$ cat config.mk
export PLATFORM = sky130hd
export DESIGN_NAME = avmm_host_rd_burst_splitter
export DESIGN_NICKNAME = d
export VERILOG_FILES = /design/src/rtl/avmm_host_rd_burst_splitter.sv
export SDC_FILE = /design/constraint.sdc
export NUM_CORES = 1
export LEC_CHECK = 0
export BUFFER_PORTS_ARGS = -buffer_cell sky130_fd_sc_hd__buf_2
export CORE_AREA = 4 4 438 440
export CTS_CLUSTER_SIZE = 40
export DETAILED_ROUTE_END_ITERATION = 10
export DIE_AREA = 0 0 442 444
export HOLD_SLACK_MARGIN = 0.12
export PLACE_DENSITY = 0.38
export SYNTH_ARGS = -nofsm -noshare
export SYNTH_HDL_FRONTEND = slang
export SYNTH_SLANG_ARGS = --single-unit
$ cat constraint.sdc
create_clock -name clk -period 58.5 [get_ports clk]
set_input_delay 11.7 -clock clk [delete_from_list [all_inputs] [get_ports clk]]
set_output_delay 11.7 -clock clk [all_outputs]
set_load 0.05 [all_outputs]
$ cat src/rtl/avmm_host_rd_burst_splitter.sv
// Splits arbitrary Avalon-MM read bursts into 1/2/4-line naturally aligned
// sub-bursts, metered by a pending-line credit limit; read data is returned in order.
module avmm_host_rd_burst_splitter #(
    parameter int ADDR_WIDTH     = 48,
    parameter int DATA_WIDTH     = 512,
    parameter int IN_BURST_WIDTH = 7,
    parameter int MAX_PENDING    = 64
) (
    input  logic                      clk,
    input  logic                      reset,
    input  logic [ADDR_WIDTH-1:0]     s_address,
    input  logic                      s_read,
    input  logic [IN_BURST_WIDTH-1:0] s_burstcount,
    output logic                      s_waitrequest,
    output logic [DATA_WIDTH-1:0]     s_readdata,
    output logic                      s_readdatavalid,
    output logic [ADDR_WIDTH-1:0]     m_address,
    output logic                      m_read,
    output logic [2:0]                m_burstcount,
    input  logic                      m_waitrequest,
    input  logic [DATA_WIDTH-1:0]     m_readdata,
    input  logic                      m_readdatavalid
);
    localparam int LW = ADDR_WIDTH - 6;
    localparam int PW = $clog2(MAX_PENDING + 1);

    typedef enum logic [0:0] {
        IDLE  = 1'b0,
        SPLIT = 1'b1
    } state_t;

    state_t                    state_q, state_d;
    logic [LW-1:0]             lad_q, lad_d;
    logic [IN_BURST_WIDTH-1:0] rem_q, rem_d;
    logic [PW-1:0]             pending_q, pending_d;
    logic [DATA_WIDTH-1:0]     rdata_q;
    logic                      rvalid_q;
    logic [2:0]                chunk_s;
    logic [PW:0]               credit_sum_s;
    logic                      issue_s;
    logic                      accept_s;
    logic                      addr_lsb_unused_s;

    assign addr_lsb_unused_s = ^s_address[5:0];

    // Largest legal chunk that is aligned to its own size and fits the remainder.
    always_comb begin
        if ((lad_q[1:0] == 2'b00) && (rem_q >= IN_BURST_WIDTH'(4))) begin
            chunk_s = 3'd4;
        end else if ((lad_q[0] == 1'b0) && (rem_q >= IN_BURST_WIDTH'(2))) begin
            chunk_s = 3'd2;
        end else begin
            chunk_s = 3'd1;
        end
    end

    // The credit gate depends only on registered state, so once raised it stays
    // up until accepted: pending can only fall while the chunk is held.
    assign credit_sum_s = {1'b0, pending_q} + (PW+1)'(chunk_s);
    assign issue_s      = (state_q == SPLIT) && (credit_sum_s <= (PW+1)'(MAX_PENDING));
    assign accept_s     = issue_s && !m_waitrequest;

    // Command capture and sub-burst sequencing.
    always_comb begin
        state_d = state_q;
        lad_d   = lad_q;
        rem_d   = rem_q;
        case (state_q)
            IDLE: begin
                if (s_read) begin
                    lad_d   = s_address[ADDR_WIDTH-1:6];
                    rem_d   = s_burstcount;
                    state_d = (s_burstcount != {IN_BURST_WIDTH{1'b0}}) ? SPLIT : IDLE;
                end else begin
                    state_d = IDLE;
                end
            end
            SPLIT: begin
                if (accept_s) begin
                    lad_d   = lad_q + LW'(chunk_s);
                    rem_d   = rem_q - IN_BURST_WIDTH'(chunk_s);
                    state_d = (rem_q == IN_BURST_WIDTH'(chunk_s)) ? IDLE : SPLIT;
                end else begin
                    state_d = SPLIT;
                end
            end
            default: begin
                state_d = IDLE;
            end
        endcase
    end

    // Returns arriving with nothing outstanding (e.g. after a reset) are ignored.
    always_comb begin
        pending_d = pending_q;
        if (accept_s) begin
            pending_d = pending_q + PW'(chunk_s);
        end else begin
            pending_d = pending_q;
        end
        if (m_readdatavalid && (pending_d != {PW{1'b0}})) begin
            pending_d = pending_d - PW'(1);
        end else begin
            pending_d = pending_d;
        end
    end

    // State, credit and read-data pipeline registers.
    always_ff @(posedge clk or posedge reset) begin
        if (reset) begin
            state_q   <= IDLE;
            lad_q     <= {LW{1'b0}};
            rem_q     <= {IN_BURST_WIDTH{1'b0}};
            pending_q <= {PW{1'b0}};
            rdata_q   <= {DATA_WIDTH{1'b0}};
            rvalid_q  <= 1'b0;
        end else begin
            state_q   <= state_d;
            lad_q     <= lad_d;
            rem_q     <= rem_d;
            pending_q <= pending_d;
            rdata_q   <= m_readdata;
            rvalid_q  <= m_readdatavalid;
        end
    end

    assign s_waitrequest   = reset | (state_q == SPLIT);
    assign s_readdata      = rdata_q;
    assign s_readdatavalid = rvalid_q;
    assign m_read          = issue_s;
    assign m_address       = {lad_q, 6'b000000};
    assign m_burstcount    = chunk_s;

endmodule

==> summary.txt <==
ROUTING
---------------------------------------------------------------------------------
WL per Instance                                                           26.1 µm
Drt first pass iters                                                            4
Final antenna-violating net count                                               0
Number of DRC markers after the initial detailed-route iteration              626
Total wirelength of the detailed-routed design                          125000 µm
Vias per cell                                                                2.94
Vias post-DR                                                                14100
Remaining design rule violation count                                           0

GLOBAL ROUTING
---------------------------------------------------------------------------------
Number of antenna violations at the first check in global routing             149
Global-route usage over all layers                                          0.124
Total grt overflow                                                              0
Wire length of the first global-routing pass                            158000 µm
Maximum number of pins on one net before global-route repair                   72
Vias in the first global route                                              15000

SETUP PATH
---------------------------------------------------------------------------------
Maximum fanout encountered on the critical timing path                         35
Kind of end point of the critical path                               primary output
Number of buffers and inverters on the critical path                            3
Critical path launch point                                                  reset
Path type of the worst setup path                                    primary input to primary output
Crit path arrival time                                                   12.43 ns
Critical path, cell by cell                                          buf_2, inv_8, nand2_1, buf_2
Reg-to-reg critical path startpoint                                      rem_q[3]
Cell with the most instances on the worst path                              buf_2
Crit start category                                                  primary input
Family with the most delay on the worst path                         buffers and inverters
Worst-path cell with the longest stage delay                                inv_8
Critical path's largest stage delay                                       0.25 ns
Data required time at the worst endpoint                                 46.80 ns
Count of cells along the worst register-to-register path                       18
Total stage count of the critical path                                          4

STA
---------------------------------------------------------------------------------
Relative slew margins                                                       0.381
Unrepaired setup endpoints after global routing                                no
Clock Skew                                                              0.0245 ns
Timing-limited maximum frequency                                         41.4 MHz
Number of hold-slack violations in the final timing report                      0
Number of pins exceeding their max-slew limit in the final report               0
Fin crit share                                                              0.412
Actual transition at the worst max-transition pin                        0.928 ns
Final critical delay including setup and external delays                 24.13 ns
Final setup viols                                                               0
Hold WS                                                                  0.491 ns
Setup tns final                                                              0 ns

SYNTHESIS
---------------------------------------------------------------------------------
Number of distinct library cells after synthesis                               62
Sequential area share after synthesis                                       0.837
Cell type with the largest total area after synthesis                     dfrtp_1
Register bit total from synthesis                                             570
Post-synthesis async set-or-reset flop share                                 1.00
Most frequent cell after synthesis                                        dfrtp_1
Mean area per synthesized cell                                           16.9 µm²
Count of flip-flops with a built-in enable after synthesis                      0
Leading cell types by count after synthesis                          dfrtp_1, nor2_1, a21oi_1, nand2_1, o21ai_0
Yosys top cell area share                                                   0.837
Main area contributors after synthesis                               dfrtp_1, a221o_1, a21oi_1
Warnings from Yosys                                                             0
Main flop type after synthesis                                            dfrtp_1
Synthesized instance count                                                   1009
Netlist area before placement                                           17000 µm²

CTS
---------------------------------------------------------------------------------
Register clock-pin slew on the reported worst setup and hold paths        0.05 ns
Clock Tree Buf Depth                                                            3
Clock Sink Count                                                              570
Clock insertion delay at the later pin of the skew report                 0.68 ns
Post-CTS Setup Repair Bufs                                                      0
Num CTS Buffers                                                                78
CTS tree                                                                     done
Maximum level of the CTS H-tree                                                 3
Root cell of the clock tree                                             clkbuf_16
Number of hold buffers added after cts                                          0
PostCTS Resize Cnt                                                              0

RUN STATUS
---------------------------------------------------------------------------------
Outcome                                                                 completed

CELLS AND AREA
---------------------------------------------------------------------------------
Layout Nets                                                                  2789
Synth-to-Final Area Change                                                  67.5%
Post-route insts no fill                                                     4782
Ratio of cells with drive above 1 in the final layout                       0.568

FLOORPLANNING
---------------------------------------------------------------------------------
Number of placement rows                                                      159
Initial standard-cell utilization of the core                              0.0908
Number of placed I/O pins                                                    1138
Area of the core                                                       188000 µm²
Die boundary width                                                         442 µm
Die outline area                                                       196000 µm²
Vert. Die Dim                                                              444 µm

RUN
---------------------------------------------------------------------------------
Max Cap Viol                                                                    0

PWR
---------------------------------------------------------------------------------
Worst-case vdd ir drop                                                  0.0270 mV
Leak                                                                      13.6 nW
Total power draw                                                          1.26 mW
Pwr/cell area                                                         44.3 nW/µm²

PLACEMENT
---------------------------------------------------------------------------------
Placed Cells incl. Taps                                                      4619
IO Port Bufs                                                                 1125
DP HPWL                                                                 106000 µm
Global placer's final weighted congestion                                   0.875

MIN PATH
---------------------------------------------------------------------------------
Hold_sp                                                                  lad_q[8]
Depth of the worst hold-timing path                                             1
Type of the most critical hold path                                  flip-flop to flip-flop

logic make-up after synthesis:
family / Yosys count / synth area share
muxes: 19 / 0.0117
xor gates and xnor gates: 14 / 0.00720
DFF: 570 / 0.837
and+or+nand+nor: 193 / 0.0573
adders and majority gates: 13 / 0.0104
other: 1 / 0.000220
AOI/OAI and AO/OA: 153 / 0.0636
buffers and inverters: 46 / 0.0120
flip-flops by register name (all words and copies together) (netlist names):
name             flops
lad_q               42
s_readdatavalid      1
state_q              1
s_readdata         512
pending_q            7
rem_q                7
metal layers:
layer | wire, µm | track usage
met4 | 3570 | 0.0245
met1 | 43300 | 0.126
met2 | 64600 | 0.229
met5 | 75 | 0
met3 | 13200 | 0.0597
path summary, 6_finish.rpt:
kind | to | slack (ns)
min | lad_q[8] | 0.49
max reg2reg | pending_q[2] | 53.48
max in group asynchronous | s_readdata[197] | 44.43
min in group asynchronous | s_readdata[258] | 11.00
min reg2reg | lad_q[8] | 0.49
max | s_waitrequest | 34.37
layout make-up:
| type | count | area (µm²) |
|---|---|---|
| diodes | 23 | 57.6 |
| clock buffers | 98 | 2090 |
| clock inverters | 42 | 588 |
| fillers | 21100 | 159000 |
| inverters | 12 | 52.6 |
| multi-input cells | 398 | 2590 |
| flip-flops and latches | 570 | 14300 |
| well taps | 2495 | 3120 |
| repair buffers | 1144 | 5770 |
report_power, final:
part | switching (mW) | internal [mW]
Combinational | 0.224 | 0.0828
Clock | 0.202 | 0.300
Sequential | 0.0268 | 0.427
Total | 0.453 | 0.810
cell usage in the layout (no fill, tap or decap), types with 9 or more instances in the layout:
cell type,netlist,routed
a21o_1,20,20
nand4_1,21,21
o22ai_1,9,9
buf_4,7,19
clkbuf_1,21,14
nor2_1,46,46
nor3_1,17,17
clkinv_2,0,12
xnor2_1,10,10
dfrtp_1,570,570
diode_2,0,23
nand2_1,37,37
mux2i_1,15,15
o21ai_0,23,23
clkbuf_16,0,78
inv_1,12,11
ha_1,11,11
nand3_1,21,21
and3_1,11,11
a221o_1,19,19
bufinv_16,0,10
buf_2,5,1125
a21oi_1,37,37
stage by stage:
stage	instance area [µm²]	utilization	setup slack [ns]
final	28500	0.152	34.37
after detailed placement	25800	0.138	34.31
after global routing	28500	0.152	34.29
after floorplan	17100	-	19.45
after global placement	25800	0.138	34.33
after CTS	28500	0.152	34.31
worst register-to-register path: cells and delay by family (launching register included):
kind            cells  cell delay (ns)
compound gates      7             1.71
flops               1             0.40
fa+ha+maj           2             0.85
simple gates        5             1.04
xor+xnor            1             0.45
buf+inv             3             0.44
Note: power is estimated with default switching activity, not from simulation.
